[src/rtl/rv32i_control_pkg.sv]
// Shared encodings for the multicycle RV32I control unit:
// opcodes, funct3 enums, mux selects, FSM states and the control word.
package rv32i_control_pkg;

  typedef enum logic [6:0] {
    op_lui   = 7'b0110111,
    op_auipc = 7'b0010111,
    op_jal   = 7'b1101111,
    op_jalr  = 7'b1100111,
    op_br    = 7'b1100011,
    op_load  = 7'b0000011,
    op_store = 7'b0100011,
    op_imm   = 7'b0010011,
    op_reg   = 7'b0110011,
    op_csr   = 7'b1110011
  } rv32i_opcode;

  typedef enum logic [2:0] {
    alu_add = 3'b000,
    alu_sll = 3'b001,
    alu_sra = 3'b010,
    alu_sub = 3'b011,
    alu_xor = 3'b100,
    alu_srl = 3'b101,
    alu_or  = 3'b110,
    alu_and = 3'b111
  } alu_ops;

  typedef enum logic [2:0] {
    beq  = 3'b000,
    bne  = 3'b001,
    blt  = 3'b100,
    bge  = 3'b101,
    bltu = 3'b110,
    bgeu = 3'b111
  } branch_funct3_t;

  typedef enum logic [2:0] {
    lb  = 3'b000,
    lh  = 3'b001,
    lw  = 3'b010,
    lbu = 3'b100,
    lhu = 3'b101
  } load_funct3_t;

  typedef enum logic [2:0] {
    sb = 3'b000,
    sh = 3'b001,
    sw = 3'b010
  } store_funct3_t;

  typedef enum logic [2:0] {
    f3_add  = 3'b000,
    f3_sll  = 3'b001,
    f3_slt  = 3'b010,
    f3_sltu = 3'b011,
    f3_xor  = 3'b100,
    f3_sr   = 3'b101,
    f3_or   = 3'b110,
    f3_and  = 3'b111
  } arith_funct3_t;

  typedef enum logic [1:0] {
    pcmux_pc_plus4 = 2'd0,
    pcmux_alu_out  = 2'd1,
    pcmux_alu_mod2 = 2'd2
  } pcmux_sel_t;

  typedef enum logic {
    marmux_pc_out  = 1'b0,
    marmux_alu_out = 1'b1
  } marmux_sel_t;

  typedef enum logic {
    cmpmux_rs2_out = 1'b0,
    cmpmux_i_imm   = 1'b1
  } cmpmux_sel_t;

  typedef enum logic {
    alumux1_rs1_out = 1'b0,
    alumux1_pc_out  = 1'b1
  } alumux1_sel_t;

  typedef enum logic [2:0] {
    alumux2_i_imm   = 3'd0,
    alumux2_u_imm   = 3'd1,
    alumux2_b_imm   = 3'd2,
    alumux2_s_imm   = 3'd3,
    alumux2_j_imm   = 3'd4,
    alumux2_rs2_out = 3'd5
  } alumux2_sel_t;

  typedef enum logic [3:0] {
    rfmux_alu_out  = 4'd0,
    rfmux_br_en    = 4'd1,
    rfmux_u_imm    = 4'd2,
    rfmux_lw       = 4'd3,
    rfmux_pc_plus4 = 4'd4,
    rfmux_lb       = 4'd5,
    rfmux_lbu      = 4'd6,
    rfmux_lh       = 4'd7,
    rfmux_lhu      = 4'd8
  } regfilemux_sel_t;

  typedef enum logic [4:0] {
    s_fetch1,
    s_fetch2,
    s_fetch3,
    s_decode,
    s_imm,
    s_reg,
    s_lui,
    s_auipc,
    s_br,
    s_jal,
    s_jalr,
    s_calc_ld,
    s_calc_st,
    s_ld1,
    s_ld2,
    s_st1,
    s_st2
  } ctrl_state_t;

  typedef struct packed {
    pcmux_sel_t      pcmux_sel;
    marmux_sel_t     marmux_sel;
    cmpmux_sel_t     cmpmux_sel;
    alumux1_sel_t    alumux1_sel;
    alumux2_sel_t    alumux2_sel;
    regfilemux_sel_t regfilemux_sel;
    alu_ops          aluop;
    branch_funct3_t  cmpop;
    logic            load_pc;
    logic            load_ir;
    logic            load_regfile;
    logic            load_mar;
    logic            load_mdr;
    logic            load_data_out;
    logic            mem_read;
    logic            mem_write;
    logic [3:0]      mem_byte_enable;
    logic            illegal_instr;
  } ctrl_word_t;

  localparam ctrl_word_t CW_DEFAULT = '{
    pcmux_sel:       pcmux_pc_plus4,
    marmux_sel:      marmux_pc_out,
    cmpmux_sel:      cmpmux_rs2_out,
    alumux1_sel:     alumux1_rs1_out,
    alumux2_sel:     alumux2_i_imm,
    regfilemux_sel:  rfmux_alu_out,
    aluop:           alu_add,
    cmpop:           beq,
    load_pc:         1'b0,
    load_ir:         1'b0,
    load_regfile:    1'b0,
    load_mar:        1'b0,
    load_mdr:        1'b0,
    load_data_out:   1'b0,
    mem_read:        1'b0,
    mem_write:       1'b0,
    mem_byte_enable: 4'b1111,
    illegal_instr:   1'b0
  };

  function automatic logic is_legal(logic [6:0] op);
    unique case (op)
      op_lui, op_auipc, op_jal, op_jalr, op_br,
      op_load, op_store, op_imm, op_reg: return 1'b1;
      default: return 1'b0;
    endcase
  endfunction

  // Immediate forms never subtract: imm[10] only selects sra.
  function automatic alu_ops arith_aluop(
    logic [2:0] f3,
    logic       f7b5,
    logic       is_reg
  );
    if (f3 == f3_sr && f7b5)
      return alu_sra;
    if (f3 == f3_add && f7b5 && is_reg)
      return alu_sub;
    return alu_ops'(f3);
  endfunction

endpackage

[src/rtl/rv32i_control_if.sv]
// Control-unit boundary: IR fields and status in,
// mux selects, load enables and memory strobes out.
interface rv32i_control_if;
  import rv32i_control_pkg::*;

  logic [6:0]      opcode;
  logic [2:0]      funct3;
  logic [6:0]      funct7;
  logic [4:0]      rd;
  logic            br_en;
  logic [1:0]      mar_lsb;
  logic            mem_resp;

  pcmux_sel_t      pcmux_sel;
  marmux_sel_t     marmux_sel;
  cmpmux_sel_t     cmpmux_sel;
  alumux1_sel_t    alumux1_sel;
  alumux2_sel_t    alumux2_sel;
  regfilemux_sel_t regfilemux_sel;
  alu_ops          aluop;
  branch_funct3_t  cmpop;
  logic            load_pc;
  logic            load_ir;
  logic            load_regfile;
  logic            load_mar;
  logic            load_mdr;
  logic            load_data_out;
  logic            mem_read;
  logic            mem_write;
  logic [3:0]      mem_byte_enable;
  logic            illegal_instr;

  modport master (
    input  opcode, funct3, funct7, rd,
    input  br_en, mar_lsb, mem_resp,
    output pcmux_sel, marmux_sel, cmpmux_sel,
    output alumux1_sel, alumux2_sel,
    output regfilemux_sel, aluop, cmpop,
    output load_pc, load_ir, load_regfile,
    output load_mar, load_mdr, load_data_out,
    output mem_read, mem_write,
    output mem_byte_enable, illegal_instr
  );

  modport slave (
    output opcode, funct3, funct7, rd,
    output br_en, mar_lsb, mem_resp,
    input  pcmux_sel, marmux_sel, cmpmux_sel,
    input  alumux1_sel, alumux2_sel,
    input  regfilemux_sel, aluop, cmpop,
    input  load_pc, load_ir, load_regfile,
    input  load_mar, load_mdr, load_data_out,
    input  mem_read, mem_write,
    input  mem_byte_enable, illegal_instr
  );

endinterface

[src/rtl/rv32i_ctrl_signals.sv]
// Combinational control word: current state + IR fields
// to every datapath select, load enable and memory strobe.
module rv32i_ctrl_signals
  import rv32i_control_pkg::*;
(
  input  ctrl_state_t state,
  input  logic [6:0]  opcode,
  input  logic [2:0]  funct3,
  input  logic        funct7_b5,
  input  logic [4:0]  rd,
  input  logic        br_en,
  input  logic [1:0]  mar_lsb,
  output ctrl_word_t  cw
);

  always_comb begin
    cw = CW_DEFAULT;
    unique case (state)
      s_fetch1: cw.load_mar = 1'b1;
      s_fetch2: begin
        cw.mem_read = 1'b1;
        cw.load_mdr = 1'b1;
      end
      s_fetch3: cw.load_ir = 1'b1;
      s_decode: begin
        if (!is_legal(opcode)) begin
          cw.illegal_instr = 1'b1;
          cw.load_pc       = 1'b1;
        end
      end
      s_imm, s_reg: begin
        cw.aluop = arith_aluop(funct3, funct7_b5,
                               state == s_reg);
        if (state == s_reg) begin
          cw.alumux2_sel = alumux2_rs2_out;
          cw.cmpmux_sel  = cmpmux_rs2_out;
        end else begin
          cw.alumux2_sel = alumux2_i_imm;
          cw.cmpmux_sel  = cmpmux_i_imm;
        end
        if (funct3 == f3_slt || funct3 == f3_sltu) begin
          cw.cmpop = (funct3 == f3_slt) ? blt : bltu;
          cw.regfilemux_sel = rfmux_br_en;
        end
        cw.load_regfile = 1'b1;
        cw.load_pc      = 1'b1;
      end
      s_lui: begin
        cw.regfilemux_sel = rfmux_u_imm;
        cw.load_regfile   = 1'b1;
        cw.load_pc        = 1'b1;
      end
      s_auipc: begin
        cw.alumux1_sel  = alumux1_pc_out;
        cw.alumux2_sel  = alumux2_u_imm;
        cw.load_regfile = 1'b1;
        cw.load_pc      = 1'b1;
      end
      s_br: begin
        cw.cmpop       = branch_funct3_t'(funct3);
        cw.alumux1_sel = alumux1_pc_out;
        cw.alumux2_sel = alumux2_b_imm;
        cw.pcmux_sel   = br_en ? pcmux_alu_out
                               : pcmux_pc_plus4;
        cw.load_pc     = 1'b1;
      end
      s_jal: begin
        cw.regfilemux_sel = rfmux_pc_plus4;
        cw.alumux1_sel    = alumux1_pc_out;
        cw.alumux2_sel    = alumux2_j_imm;
        cw.pcmux_sel      = pcmux_alu_out;
        cw.load_regfile   = 1'b1;
        cw.load_pc        = 1'b1;
      end
      s_jalr: begin
        cw.regfilemux_sel = rfmux_pc_plus4;
        cw.alumux2_sel    = alumux2_i_imm;
        cw.pcmux_sel      = pcmux_alu_mod2;
        cw.load_regfile   = 1'b1;
        cw.load_pc        = 1'b1;
      end
      s_calc_ld, s_calc_st: begin
        cw.aluop      = alu_add;
        cw.marmux_sel = marmux_alu_out;
        cw.load_mar   = 1'b1;
        if (state == s_calc_st) begin
          cw.alumux2_sel   = alumux2_s_imm;
          cw.load_data_out = 1'b1;
        end
      end
      s_ld1: begin
        cw.mem_read = 1'b1;
        cw.load_mdr = 1'b1;
      end
      s_ld2: begin
        unique case (funct3)
          lb:      cw.regfilemux_sel = rfmux_lb;
          lh:      cw.regfilemux_sel = rfmux_lh;
          lbu:     cw.regfilemux_sel = rfmux_lbu;
          lhu:     cw.regfilemux_sel = rfmux_lhu;
          default: cw.regfilemux_sel = rfmux_lw;
        endcase
        cw.load_regfile = 1'b1;
        cw.load_pc      = 1'b1;
      end
      s_st1: begin
        cw.mem_write = 1'b1;
        unique case (funct3)
          sb:      cw.mem_byte_enable = 4'b0001 << mar_lsb;
          sh:      cw.mem_byte_enable = 4'b0011 << mar_lsb;
          default: cw.mem_byte_enable = 4'b1111;
        endcase
      end
      s_st2: cw.load_pc = 1'b1;
      default: cw = CW_DEFAULT;
    endcase
    // x0 is hardwired; never let a write reach it
    if (rd == 5'd0)
      cw.load_regfile = 1'b0;
  end

endmodule

[src/rtl/rv32i_control.sv]
// Multicycle RV32I control FSM: state register and
// next-state sequencing; control word comes from rv32i_ctrl_signals.
module rv32i_control
  import rv32i_control_pkg::*;
(
  input logic           clk,
  input logic           rst_n,
  rv32i_control_if.master bus
);

  ctrl_state_t state;
  ctrl_word_t  cw_raw;
  ctrl_word_t  cw;
  logic        unused_funct7;

  assign unused_funct7 = ^{bus.funct7[6], bus.funct7[4:0]};

  always_ff @(posedge clk or negedge rst_n) begin
    if (!rst_n) begin
      state <= s_fetch1;
    end else begin
      unique case (state)
        s_fetch1: state <= s_fetch2;
        s_fetch2: if (bus.mem_resp) state <= s_fetch3;
        s_fetch3: state <= s_decode;
        s_decode: begin
          unique case (bus.opcode)
            op_imm:   state <= s_imm;
            op_reg:   state <= s_reg;
            op_lui:   state <= s_lui;
            op_auipc: state <= s_auipc;
            op_br:    state <= s_br;
            op_jal:   state <= s_jal;
            op_jalr:  state <= s_jalr;
            op_load:  state <= s_calc_ld;
            op_store: state <= s_calc_st;
            default:  state <= s_fetch1;
          endcase
        end
        s_calc_ld: state <= s_ld1;
        s_calc_st: state <= s_st1;
        s_ld1: if (bus.mem_resp) state <= s_ld2;
        s_st1: if (bus.mem_resp) state <= s_st2;
        default: state <= s_fetch1;
      endcase
    end
  end

  rv32i_ctrl_signals u_signals (
    .state     (state),
    .opcode    (bus.opcode),
    .funct3    (bus.funct3),
    .funct7_b5 (bus.funct7[5]),
    .rd        (bus.rd),
    .br_en     (bus.br_en),
    .mar_lsb   (bus.mar_lsb),
    .cw        (cw_raw)
  );

  // Strobes drop the instant reset asserts, not a clock later
  assign cw = rst_n ? cw_raw : CW_DEFAULT;

  assign bus.pcmux_sel       = cw.pcmux_sel;
  assign bus.marmux_sel      = cw.marmux_sel;
  assign bus.cmpmux_sel      = cw.cmpmux_sel;
  assign bus.alumux1_sel     = cw.alumux1_sel;
  assign bus.alumux2_sel     = cw.alumux2_sel;
  assign bus.regfilemux_sel  = cw.regfilemux_sel;
  assign bus.aluop           = cw.aluop;
  assign bus.cmpop           = cw.cmpop;
  assign bus.load_pc         = cw.load_pc;
  assign bus.load_ir         = cw.load_ir;
  assign bus.load_regfile    = cw.load_regfile;
  assign bus.load_mar        = cw.load_mar;
  assign bus.load_mdr        = cw.load_mdr;
  assign bus.load_data_out   = cw.load_data_out;
  assign bus.mem_read        = cw.mem_read;
  assign bus.mem_write       = cw.mem_write;
  assign bus.mem_byte_enable = cw.mem_byte_enable;
  assign bus.illegal_instr   = cw.illegal_instr;

endmodule
[src/flat_wrapper.sv]
// flat-port wrapper written by rule: the top's interface ports become plain ports
module rv32i_control_flat import rv32i_control_pkg::*;
  (clk, rst_n, bus_opcode, bus_funct3, bus_funct7, bus_rd, bus_br_en, bus_mar_lsb, bus_mem_resp, bus_pcmux_sel, bus_marmux_sel, bus_cmpmux_sel, bus_alumux1_sel, bus_alumux2_sel, bus_regfilemux_sel, bus_aluop, bus_cmpop, bus_load_pc, bus_load_ir, bus_load_regfile, bus_load_mar, bus_load_mdr, bus_load_data_out, bus_mem_read, bus_mem_write, bus_mem_byte_enable, bus_illegal_instr);
  rv32i_control_if bus_i ();
  input logic clk;
  input logic rst_n;
  input wire logic [$bits(bus_i.opcode)-1:0] bus_opcode;
  input wire logic [$bits(bus_i.funct3)-1:0] bus_funct3;
  input wire logic [$bits(bus_i.funct7)-1:0] bus_funct7;
  input wire logic [$bits(bus_i.rd)-1:0] bus_rd;
  input wire logic [$bits(bus_i.br_en)-1:0] bus_br_en;
  input wire logic [$bits(bus_i.mar_lsb)-1:0] bus_mar_lsb;
  input wire logic [$bits(bus_i.mem_resp)-1:0] bus_mem_resp;
  output wire logic [$bits(bus_i.pcmux_sel)-1:0] bus_pcmux_sel;
  output wire logic [$bits(bus_i.marmux_sel)-1:0] bus_marmux_sel;
  output wire logic [$bits(bus_i.cmpmux_sel)-1:0] bus_cmpmux_sel;
  output wire logic [$bits(bus_i.alumux1_sel)-1:0] bus_alumux1_sel;
  output wire logic [$bits(bus_i.alumux2_sel)-1:0] bus_alumux2_sel;
  output wire logic [$bits(bus_i.regfilemux_sel)-1:0] bus_regfilemux_sel;
  output wire logic [$bits(bus_i.aluop)-1:0] bus_aluop;
  output wire logic [$bits(bus_i.cmpop)-1:0] bus_cmpop;
  output wire logic [$bits(bus_i.load_pc)-1:0] bus_load_pc;
  output wire logic [$bits(bus_i.load_ir)-1:0] bus_load_ir;
  output wire logic [$bits(bus_i.load_regfile)-1:0] bus_load_regfile;
  output wire logic [$bits(bus_i.load_mar)-1:0] bus_load_mar;
  output wire logic [$bits(bus_i.load_mdr)-1:0] bus_load_mdr;
  output wire logic [$bits(bus_i.load_data_out)-1:0] bus_load_data_out;
  output wire logic [$bits(bus_i.mem_read)-1:0] bus_mem_read;
  output wire logic [$bits(bus_i.mem_write)-1:0] bus_mem_write;
  output wire logic [$bits(bus_i.mem_byte_enable)-1:0] bus_mem_byte_enable;
  output wire logic [$bits(bus_i.illegal_instr)-1:0] bus_illegal_instr;
  assign bus_i.opcode = bus_opcode;
  assign bus_i.funct3 = bus_funct3;
  assign bus_i.funct7 = bus_funct7;
  assign bus_i.rd = bus_rd;
  assign bus_i.br_en = bus_br_en;
  assign bus_i.mar_lsb = bus_mar_lsb;
  assign bus_i.mem_resp = bus_mem_resp;
  assign bus_pcmux_sel = bus_i.pcmux_sel;
  assign bus_marmux_sel = bus_i.marmux_sel;
  assign bus_cmpmux_sel = bus_i.cmpmux_sel;
  assign bus_alumux1_sel = bus_i.alumux1_sel;
  assign bus_alumux2_sel = bus_i.alumux2_sel;
  assign bus_regfilemux_sel = bus_i.regfilemux_sel;
  assign bus_aluop = bus_i.aluop;
  assign bus_cmpop = bus_i.cmpop;
  assign bus_load_pc = bus_i.load_pc;
  assign bus_load_ir = bus_i.load_ir;
  assign bus_load_regfile = bus_i.load_regfile;
  assign bus_load_mar = bus_i.load_mar;
  assign bus_load_mdr = bus_i.load_mdr;
  assign bus_load_data_out = bus_i.load_data_out;
  assign bus_mem_read = bus_i.mem_read;
  assign bus_mem_write = bus_i.mem_write;
  assign bus_mem_byte_enable = bus_i.mem_byte_enable;
  assign bus_illegal_instr = bus_i.illegal_instr;
  rv32i_control u_core (.clk(clk), .rst_n(rst_n), .bus(bus_i));
endmodule
[config.mk]
export PLATFORM = sky130hd
export DESIGN_NAME = rv32i_control_flat
export DESIGN_NICKNAME = d
export VERILOG_FILES = /design/src/rtl/rv32i_control_pkg.sv /design/src/rtl/rv32i_control_if.sv /design/src/rtl/rv32i_ctrl_signals.sv /design/src/rtl/rv32i_control.sv /design/src/flat_wrapper.sv
export SDC_FILE = /design/constraint.sdc
export NUM_CORES = 1
export LEC_CHECK = 0
export ABC_CLOCK_PERIOD_IN_PS = 1540
export BUFFER_PORTS_ARGS = -buffer_cell sky130_fd_sc_hd__buf_4
export CAP_MARGIN = 20
export CORE_ASPECT_RATIO = 1.4
export CORE_MARGIN = 5
export CORE_UTILIZATION = 43
export DETAILED_ROUTE_END_ITERATION = 10
export PLACE_DENSITY = 0.87
export REMOVE_ABC_BUFFERS = 1
export SYNTH_ARGS = -nofsm -noshare
export SYNTH_HDL_FRONTEND = slang
export SYNTH_HIERARCHICAL = 1
export SYNTH_SLANG_ARGS = --single-unit
export TNS_END_PERCENT = 20
[constraint.sdc]
create_clock -name clk -period 1.54 [get_ports clk]
set_input_delay 0.154 -clock clk [delete_from_list [all_inputs] [get_ports clk]]
set_output_delay 0.154 -clock clk [all_outputs]
set_load 0.01 [all_outputs]
==> results of run 1 <==
==> metal layers <==
metal	up-vias	wire (µm)	share of wire (%)
li1	831	-	-
met1	791	1640	36
met2	64	2560	56
met3	18	213	4.7
met4	0	138	3.0
met5	-	0	0
==> per-stage QoR <==
stage | TNS, ns | setup WS (ns) | hold slack, ns
after floorplan | -2.15 | -0.238 | -0.142
after global placement | -1.74 | -0.192 | 0.0453
after detailed placement | -2.00 | -0.252 | 0.0460
after CTS | -6.46 | -0.381 | 0.284
after global routing | -9.92 | -0.516 | 0.298
final | -7.25 | -0.422 | 0.292
==> what timing repair did <==
item / 4_1_cts / 5_1_grt
pin swaps: 7 / 10
endpoints found under the setup margin: 33 / 35
hold endpoints to repair: 5 / 0
hold buffers: 1 / 0
gates resized for setup: 35 / 28
setup buffers: 2 / 3
==> path summary, 6_finish.rpt <==
kind                                       from                     to  slack (ns)  cells after the start
worst max-delay path            u_core/state[1]  bus_regfilemux_sel[0]       -0.42                      6
worst min-delay path               bus_mem_resp        u_core/state[4]        0.29                      2
worst max register to register  u_core/state[4]        u_core/state[1]       -0.07                      6
worst min register to register  u_core/state[4]        u_core/state[1]        0.78                      3
max in group asynchronous                 rst_n        u_core/state[2]        0.95                      2
min in group asynchronous                 rst_n        u_core/state[4]        0.36                      2
==> kinds of logic after synthesis <==
logic type / after synthesis / share of synthesized area (%)
XOR/XNOR: 2 / 1.39
flip-flops: 5 / 9.95
AND/OR/NAND/NOR: 114 / 52.8
AO/OA/AOI/OAI: 42 / 23.4
multiplexers: 4 / 3.38
buffers and inverters: 21 / 9.05
==> area by class of cell <==
| class | count | area [µm²] |
|---|---|---|
| Clock buffer | 4 | 45.0 |
| Sequential cell | 5 | 130 |
| Timing Repair Buffer | 94 | 764 |
| Multi-Input combinational cell | 162 | 1170 |
| Fill cell | 190 | 672 |
| Tap cell | 37 | 46.3 |
| Inverter | 5 | 18.8 |
==> power by group through the flow <==
stage	clock network, mW	logic, mW	registers [mW]
after floorplan	0	0.481	0.270
after global placement	0	1.08	0.216
after detailed placement	0	1.09	0.217
after CTS	0.248	1.25	0.221
after global routing	0.269	1.56	0.237
final	0.253	1.45	0.231
==> cell usage in the layout (no fill, tap or decap), drive strengths merged, types with 2 or more instances in the layout <==
| cell | n |
|---|---|
| inv | 5 |
| or3b | 2 |
| clkbuf | 4 |
| mux2 | 2 |
| o32ai | 2 |
| and2 | 29 |
| nand3b | 2 |
| or2 | 3 |
| and3 | 2 |
| xor2 | 2 |
| nand2b | 13 |
| a21oi | 9 |
| a31oi | 2 |
| nor2 | 17 |
| dfrtp | 5 |
| a31o | 2 |
| o31ai | 2 |
| a2111oi | 2 |
| nand4b | 2 |
| nand2 | 19 |
| nor3 | 6 |
| mux2i | 2 |
| buf | 93 |
| nor2b | 5 |
| nor4 | 4 |
| o21ai | 13 |
==> metrics.md, run 1 <==
| Metric | Value |
|---|---|
| Status | `complete, but fails checks` |
| Violated checks | `setup timing` |
| GRT Residual Overflow | `0` |
| FF+latch count, synth | `5` |
| Max rail drop VDD | `0.725 mV` |
| Slowest cell on crit path | `or4b_4` |
| Worst path cell trace | `or4b_4 -> nor2_4 -> o21ai_1 -> o21ai_1 -> and2_1 -> buf_6` |
| Layout cells sized above 1 | `53.0%` |
| Worst Path Required | `1.39 ns` |
| Maxcap violations | `0` |
| Ports | `59` |
| DP Cell Count | `297` |
| RSZ-0062 raised after global routing | `true` |
| Clk sink count | `5` |
| CP bufs+invs | `1` |
| Clk slew on worst S/H paths | `0.04 ns` |
| Top FF cell, synth | `dfrtp_1` |
| Fin. max-slew vios | `0` |
| Crit-path max FO | `8` |
| Core Region | `0.00285 mm²` |
| Core Util, Final | `76.4%` |
| First-pass GRT wire length | `7.09 mm` |
| Post-DP HPWL | `3.06 mm` |
| Mapped cell area | `0.00126 mm²` |
| CP Launch Type | `register` |
| Setup Skew | `0.00149 ns` |
| Largest net degree at the start of global routing | `37` |
| Combinational share of power | `75.0%` |
| Vias per cell | `5.55` |
| Yosys top cell by area | `and2_1` |
| Post-route non-filler standard cell count | `307` |
| Synth top area cells | `and2_1 (14%), dfrtp_1 (10%), nand2b_1 (6.5%)` |
| Ys async rst share | `100%` |
| Largest regs | `u_core/state: 5 flops` |
| Worst skew pair latency | `0.23 ns` |
| Global-route met2 utilization | `42.5%` |
| Die area | `0.00412 mm²` |
| Final Hold Vio Count | `0` |
| Vias in the first global route | `1650` |
| Largest stage delay, worst path | `0.58 ns` |
| Reg power frac | `12.0%` |
| Seq/Total Area, Yosys | `9.95%` |
| Slew of the pin with the lowest slew margin | `0.329 ns` |
| Post-route cell area | `0.00218 mm²` |
| CTS tree | `yes` |
| Switching pwr | `0.812 mW` |
| Cell row count | `23` |
| Largest Register | `u_core/state` |
| GRT Max-Usage Layer | `met2` |
| H-Tree Depth | `1` |
| Post-Route WL | `4.55 mm` |
| # DRC | `0` |
| Post-synth EDFFs | `0` |
| Synthesis-to-finish area growth | `73.1%` |
| Routed length per instance | `14.8 µm` |
| Cells after Synth | `188` |
| Vias | `1704` |
| Post-DP Area | `0.00187 mm²` |
| Setup crit end kind | `output pin` |
| Critical Path AT | `1.81 ns` |
| Clock Path Buffers | `2` |
| Final Total Pwr | `1.93 mW` |
| Cell variety after synth | `54` |
| Root buf cell | `clkbuf_8` |
| DRT Pass-1 Iters | `4` |
| GRT Total Usage | `20.9%` |
| PwrDens | `888 mW/mm²` |
| Syn avg cell area | `6.69 µm²` |
| Normalized max-slew margin | `78.0%` |
| Most used cell, CP | `o21ai_1` |
| Worst Hold Class | `in -> reg` |
| Internal Power | `1.12 mW` |
| Worst setup margin | `-0.422 ns` |
| Clock share of power | `13.1%` |
| Max reg flops | `5` |
| Die X | `55.7 µm` |
| Initial DRC Count | `68` |
| Global placement routability congestion | `0.916` |
| Buffers added on ports | `52` |
| Tcrit/Tclk final | `127%` |
| Routed Antenna Nets | `0` |
| Leakage power | `0.988 nW` |
| Synth top cells by count | `and2_1 (29), nand2_1 (19), nor2_1 (17)` |
| Crit Path Class | `reg -> out` |
| Max frequency | `510 MHz` |
| Top delay family on crit path | `simple AND/OR/NAND/NOR gates` |
| Nets | `299` |
| Cts bufs inserted | `3` |
| M3 GR Usage | `3.82%` |
| Met1 usage | `20.6%` |
| Top cell type's share of synthesized area | `14.4%` |
| Tmin final | `1.96 ns` |
| Synth warnings | `6` |
| Final setup fails | `34` |
| Chip height | `74.0 µm` |
| Most numerous cell in the Yosys netlist | `and2_1` |
| Initial antenna violation count | `0` |
| Initial core utilization | `44.1%` |
| Sw frac | `42.0%` |
| Antenna diodes | `0` |
No activity file was read; power rests on OpenSTA's default activity.
==> run 2: changes to the inputs <==
- ABC_AREA: not set -> 1
- REMOVE_ABC_BUFFERS: 1 -> not set
==> run 2 against run 1 <==
The run still ends with setup timing left. Utilization shrank 8.1 points. Via count increased by 3.2%. Maximum frequency up 18%. Wire length down 18%. Synthesized area grew 0.30%. Critical path depth increased by 3. Critical path type unchanged. Power fell by 25%. Non-clock buffer count fell by 29.
==> metrics.md, run 2 <==
| Metric | Value |
|---|---|
| Status | `complete, but fails checks` |
| Violated checks | `setup timing` |
| Synth top cells by count | `nand2_1 (84), inv_1 (63), nor2_1 (39)` |
| Initial core utilization | `44.3% (+0.13 points)` |
| Register-to-Register Path Depth | `8 (+2)` |
| Most frequent cells in the layout | `nand2_1 (80), buf_4 (60), inv_1 (56), nor2_1 (31), nand3_1 (19)` |
| Clock Path Buffers | `2 (unchanged)` |
| Buffers added on ports | `52 (unchanged)` |
| Seq/Total Area, Yosys | `9.92% (-0.030 points)` |
| Tmin final | `1.67 ns (-0.294 ns)` |
| Cell row count | `23 (unchanged)` |
| Initial DRC Count | `42 (-38%)` |
| Worst setup margin | `-0.128 ns (+0.294 ns)` |
| Worst skew pair latency | `0.22 ns (about the same)` |
| CTS tree | `yes` |
| DP Cell Count | `359 (+21%)` |
| Mapped cell area | `0.00126 mm² (+0.30%)` |
| Most numerous cell in the Yosys netlist | `nand2_1` |
| Worst Hold Class | `in -> reg` |
| Antenna diodes | `0 (unchanged)` |
| Maxcap violations | `0 (unchanged)` |
| Largest regs | `u_core/state: 5 flops` |
| Max reg flops | `5 (unchanged)` |
| Final Hold Vio Count | `0 (unchanged)` |
| Ports | `59 (unchanged)` |
| Max frequency | `600 MHz (+18%)` |
| Critical Path AT | `1.51 ns (-0.30 ns)` |
| Cell variety after synth | `25 (-54%)` |
| GRT Total Usage | `17.8% (-3.1 points)` |
| Crit-path max FO | `6 (-2)` |
| Ys async rst share | `100% (unchanged)` |
| Cells after Synth | `266 (+41%)` |
| Crit Path Class | `reg -> out` |
| Setup Skew | `0.00788 ns (+0.00639 ns)` |
| Die area | `0.00413 mm² (+0.25%)` |
| # DRC | `0 (unchanged)` |
| FF+latch count, synth | `5 (unchanged)` |
| Vias per cell | `4.78 (-14%)` |
| Post-place setup slack | `-0.00909 ns (+0.243 ns)` |
| Multi-input logic area | `957 µm² (-18%)` |
| Vias | `1758 (+3.2%)` |
| Routed length per instance | `10.2 µm (-31%)` |
| H-Tree Depth | `1 (unchanged)` |
| Sequential cell area | `131 µm² (+0.96%)` |
| Commonest non-fill, non-tap cell in the layout | `nand2_1` |
| Post-Route WL | `3.74 mm (-18%)` |
| Worst Path Required | `1.39 ns (about the same)` |
| PwrDens | `746 mW/mm² (-16%)` |
| Yosys top cell by area | `nand2_1` |
| Slew of the pin with the lowest slew margin | `0.286 ns (-0.0433 ns)` |
| Worst Hold End | `u_core/state[1]` |
| Top cell type's share of synthesized area | `25.0% (+11 points)` |
| Clk sink count | `5 (unchanged)` |
| Most used cell, CP | `nor2_4` |
| Fin. max-slew vios | `0 (unchanged)` |
| Top delay family on crit path | `flip-flops` |
| Chip height | `74.1 µm (+0.13%)` |
| Post-DP HPWL | `2.94 mm (-4.2%)` |
| CP bufs+invs | `3 (+2)` |
| Worst reg2reg setup slack | `0.07 ns (+0.14 ns)` |
| Cts bufs inserted | `3 (unchanged)` |
| Filler cells | `252 (+33%)` |
| Nets | `360 (+20%)` |
| DRT Pass-1 Iters | `4 (unchanged)` |
| Die X | `55.8 µm (+0.12%)` |
| GRT Residual Overflow | `0 (unchanged)` |
| Syn avg cell area | `4.74 µm² (-29%)` |
| FF-to-FF End | `u_core/state[1]` |
| Setup crit end kind | `output pin` |
| Syn_nets | `294` |
| Critical register-to-register path startpoint | `u_core/state[1]` |
| Worst path cell trace | `inv_2 -> nor2_4 -> nand2_4 -> nor2_4 -> nand2_2 -> a21oi_2 -> nand2_1 -> inv_1 -> buf_6` |
| First-pass GRT wire length | `6.29 mm (-11%)` |
| Normalized max-slew margin | `80.9% (+2.8 points)` |
| Top FF cell, synth | `dfrtp_1` |
| Synthesis-to-finish area growth | `54.4%` |
| Core Region | `0.00285 mm² (unchanged)` |
| Largest Register | `u_core/state` |
| Largest stage delay, worst path | `0.46 ns (-0.12 ns)` |
| Min-delay src | `bus_mem_resp` |
| Vias in the first global route | `1617 (-2.0%)` |
| RSZ-0062 raised after global routing | `true` |
| Post-route non-filler standard cell count | `368 (+20%)` |
| Hold Path Cell Cnt | `4 (+2)` |
| Post-synth EDFFs | `0 (unchanged)` |
| CP Launch Type | `register` |
| Tcrit/Tclk final | `108% (-19 points)` |
| Synth top area cells | `nand2_1 (25%), inv_1 (19%), nor2_1 (12%)` |
| Leakage power | `1.29 nW (+30%)` |
| Root buf cell | `clkbuf_8` |
| Slowest cell on crit path | `dfrtp_2` |
| Layout cells sized above 1 | `36.9% (-16 points)` |
| Synth warnings | `6 (unchanged)` |
| Largest net degree at the start of global routing | `37 (unchanged)` |
| Initial antenna violation count | `0 (unchanged)` |
| Global placement routability congestion | `0.942 (+2.8%)` |
| Clk slew on worst S/H paths | `0.03 ns (about the same)` |
| Final setup fails | `23 (-32%)` |
| Max rail drop VDD | `0.746 mV (+2.9%)` |
| Routed Antenna Nets | `0 (unchanged)` |
==> run 2: power by group <==
part | leakage (nW) | switching, mW | internal [mW] | total (mW)
Sequential | 0.0585 | 0.0540 | 0.167 | 0.221
Clock | 0.0228 | 0.0641 | 0.178 | 0.242
Combinational | 1.21 | 0.576 | 0.414 | 0.991
Total | 1.29 | 0.695 | 0.759 | 1.45
==> run 2: repair_timing <==
item,in CTS,in global routing
endpoints found under the setup margin,28,35
hold buffers,1,0
pin swaps,1,4
endpoints found under the hold margin,5,0
buffers inserted,1,3
resized for setup,22,22
==> run 2: how the worst max path moves through the flow <==
stage | startpoint | endpoint | slack (ns) | depth (start not counted)
after floorplan | u_core/state[4] | bus_regfilemux_sel[0] | 0.17 | 7
after global placement | u_core/state[1] | bus_mem_byte_enable[2] | -0.006 | 8
after detailed placement | u_core/state[1] | bus_mem_byte_enable[2] | -0.009 | 8
after CTS | u_core/state[2] | bus_load_pc | -0.08 | 8
after global routing | u_core/state[4] | bus_load_regfile | -0.27 | 8
final | u_core/state[2] | bus_aluop[1] | -0.13 | 9
==> run 2: worst min-delay path: stages <==
cell and delay [ns]:
buf_4 0.07, inv_1 0.08, nand3_2 0.11, nand2_1 0.06
==> run 2: through the flow <==
stage	power (mW)	hold slack, ns	utilization, %	TNS [ns]	area, µm²
2_1_floorplan	0.744	-0.142	-	0	1260
3_3_place_gp	1.04	0.0704	61.0	-0.00676	1740
3_5_place_dp	1.05	0.0755	61.0	-0.0222	1740
4_1_cts	1.36	0.269	65.0	-1.04	1850
5_1_grt	1.59	0.343	68.3	-4.53	1950
6_report	1.45	0.308	68.3	-1.57	1950
==> run 2: final cells by class <==
cell class,instances,share of cell area [%]
sequential,5,6.75
inverter,69,13.4
clock buffer,4,2.31
multi-input combinational,188,49.2
tap,37,2.38
timing repair buffer,65,26.0
==> run 2: kinds of logic (layout without fill, tap and decap cells) <==
kind of cell | after synthesis | in the layout | synth area share, %
and+or+nand+nor | 167 | 167 | 57.7
buffers and inverters | 73 | 138 | 22.0
DFF | 5 | 5 | 9.92
AOI/OAI and AO/OA | 21 | 21 | 10.3
==> run 2: metal layers <==
| metal | share of wire (%) | global-route usage, % | up-vias |
|---|---|---|---|
| met5 | 0 | 0 | - |
| met4 | 2.9 | 6.49 | 0 |
| met3 | 4.5 | 1.91 | 12 |
| met2 | 57 | 37.5 | 56 |
| met1 | 36 | 17.7 | 770 |
| li1 | - | - | 920 |
==> run 3: changes to the inputs <==
- ABC_CLOCK_PERIOD_IN_PS: 1540 -> 1700
- CORE_UTILIZATION: 43 -> 45
- clock period: 1.54 -> 1.7 ns (I/O delays scaled with it)
==> run 3 against run 2 <==
Worst setup slack improved by 0.10 ns. Critical path depth fell by 2. Critical path type unchanged. Wire length is 0.59% higher. The run still ends with setup timing left. Sequential share of layout area is essentially flat.
==> metrics.md, run 3 (synthesis gave the netlist of run 2 again) <==
| Metric | Value |
|---|---|
| Status | `complete, but fails checks` |
| Violated checks | `setup timing` |
| PwrDens | `635 mW/mm² (-15%)` |
| Ports | `59 (unchanged)` |
| Final Hold Vio Count | `0 (unchanged)` |
| Sw frac | `50.5% (+2.7 points)` |
| Most frequent cells in the layout | `nand2_1 (80), buf_4 (61), inv_1 (58), nor2_1 (34), nand3_1 (19)` |
| Antenna diodes | `0 (unchanged)` |
| Most used cell, CP | `buf_4` |
| Leakage power | `1.26 nW (-1.7%)` |
| RSZ-0062 raised after global routing | `true` |
| CTS tree | `yes` |
| Core Region | `0.00267 mm² (-6.3%)` |
| Switching pwr | `0.614 mW (-12%)` |
| Tmin final | `1.73 ns` |
| Post-route non-filler standard cell count | `367 (-0.27%)` |
| Die area | `0.00398 mm² (-3.8%)` |
| Slowest cell on crit path | `dfrtp_1` |
| Chip height | `72.6 µm (-1.9%)` |
| Setup crit end kind | `output pin` |
| Final setup fails | `3 (-87%)` |
| Routed length per instance | `10.2 µm (+0.86%)` |
| Largest regs | `u_core/state: 5 flops` |
| Worst path cell trace | `buf_4 -> nor3_4 -> nand3_2 -> a21oi_2 -> nand2_1 -> inv_1 -> buf_4` |
| Fin. max-slew vios | `0 (unchanged)` |
| Initial DRC Count | `36 (-14%)` |
| Core Util, Final | `71.7% (+3.4 points)` |
| Largest net degree at the start of global routing | `37 (unchanged)` |
| Vias in the first global route | `1575 (-2.6%)` |
| Routed Antenna Nets | `0 (unchanged)` |
| Worst Path Required | `1.53 ns (+0.14 ns)` |
| Cell row count | `22 (-4.3%)` |
| Setup Skew | `0.00389 ns (-0.00399 ns)` |
| First-pass GRT wire length | `5.87 mm (-6.7%)` |
| Vias | `1759 (+0.057%)` |
| Maxcap violations | `0 (unchanged)` |
| Filler cells | `238 (-5.6%)` |
| Cts bufs inserted | `3 (unchanged)` |
| DRT Pass-1 Iters | `4 (unchanged)` |
| H-Tree Depth | `1 (unchanged)` |
| Post-DP Area | `0.00172 mm² (-0.94%)` |
| GRT Total Usage | `19.1% (+1.3 points)` |
| Worst reg2reg setup slack | `0.29 ns (+0.22 ns)` |
| Die X | `54.7 µm (-1.8%)` |
| Max rail drop VDD | `0.627 mV (-16%)` |
| Post-place setup slack | `0.155 ns (+0.165 ns)` |
| Tcrit/Tclk final | `102%` |
| Root buf cell | `clkbuf_4` |
| Nets | `360 (unchanged)` |
| Largest Register | `u_core/state` |
| Layout cells sized above 1 | `35.3% (-1.5 points)` |
| CP Launch Type | `register` |
| Internal Power | `0.603 mW (-21%)` |
| Critical Path AT | `1.56 ns (+0.05 ns)` |
| # DRC | `0 (unchanged)` |
| Synthesis-to-finish area growth | `51.9%` |
| Combinational share of power | `71.2% (+3.0 points)` |
| GRT Residual Overflow | `0 (unchanged)` |
| Crit Path Class | `reg -> out` |
| Reg power frac | `17.8% (+2.6 points)` |
| DP Cell Count | `356 (-0.84%)` |
| Crit-path max FO | `5 (-1)` |
| Post-DP HPWL | `2.95 mm (+0.33%)` |
| Commonest non-fill, non-tap cell in the layout | `nand2_1` |
| Worst skew pair latency | `0.24 ns (+0.02 ns)` |
| Worst setup margin | `-0.0280 ns (+0.0995 ns)` |
| Post-Route WL | `3.76 mm (+0.59%)` |
| Max frequency | `579 MHz` |
| Largest stage delay, worst path | `0.39 ns (-0.07 ns)` |
| Worst Hold Class | `in -> reg` |
| Global placement routability congestion | `0.902 (-4.3%)` |
| Setup TNS | `-0.0482 ns (+1.52 ns)` |
| Clock Path Buffers | `2 (unchanged)` |
| Post-route cell area | `0.00192 mm² (-1.6%)` |
| Clock share of power | `11.0% (-5.6 points)` |
| Vias per cell | `4.79 (+0.33%)` |
| Clk sink count | `5 (unchanged)` |
| Initial antenna violation count | `0 (unchanged)` |
| Clk slew on worst S/H paths | `0.04 ns (about the same)` |
| Initial core utilization | `47.2% (+3.0 points)` |
| Max reg flops | `5 (unchanged)` |
| Slew of the pin with the lowest slew margin | `0.343 ns (+0.0571 ns)` |
| Normalized max-slew margin | `77.2% (-3.7 points)` |
| Buffers added on ports | `52 (unchanged)` |
==> run 3: per-stage QoR <==
step           power (mW)  hold WS, ns
5_1_grt              1.33        0.299
3_5_place_dp        0.903       0.0949
3_3_place_gp        0.891       0.0931
6_report             1.22        0.292
2_1_floorplan       0.674       -0.126
4_1_cts              1.10        0.282
==> run 3: power groups by stage <==
stage               combinational [mW]  clock, mW  sequential, mW
finish                           0.866      0.134           0.216
detailed placement               0.710          0           0.192
global route                     0.958      0.153           0.220
floorplan                        0.467          0           0.206
CTS                              0.758      0.140           0.199
global placement                 0.699          0           0.192
==> run 3: worst paths after layout <==
kind                                 start               end  cells after the start
max in group asynchronous            rst_n   u_core/state[2]                      2
max                        u_core/state[4]  bus_load_regfile                      7
min reg2reg                u_core/state[4]   u_core/state[4]                      4
min in group asynchronous            rst_n   u_core/state[0]                      2
min                           bus_mem_resp   u_core/state[4]                      3
max reg2reg                u_core/state[2]   u_core/state[1]                      7
==> run 3: worst max-delay path, delay by kind of cell, from the launching register on <==
family	cells	cell delay, ns
DFF	1	0.39
buffers and inverters	3	0.37
and+or+nand+nor	3	0.42
AOI/OAI and AO/OA	1	0.13
==> run 3: what timing repair did <==
item / CTS / global route
endpoints found under the setup margin: 16 / 25
endpoints found under the hold margin: 5 / 0
gates resized for setup: 13 / 24
pin swaps: 1 / 7
buffers inserted: 2 / 4
hold buffers: 1 / 0
==> run 3: final cells by class <==
class | count | area [µm²] | area share (%)
Tap cell | 36 | 45.0 | 2.35
Inverter | 69 | 259 | 13.5
Multi-Input combinational cell | 188 | 953 | 49.8
Timing Repair Buffer | 65 | 502 | 26.2
Clock buffer | 4 | 26.3 | 1.37
Sequential cell | 5 | 130 | 6.79
==> run 3: per-layer routing <==
| layer | track usage [%] | part of all wire, % |
|---|---|---|
| met5 | 0 | 0 |
| met4 | 7.76 | 2.2 |
| met3 | 3.27 | 8.7 |
| met2 | 36.6 | 54 |
| met1 | 18.8 | 35 |
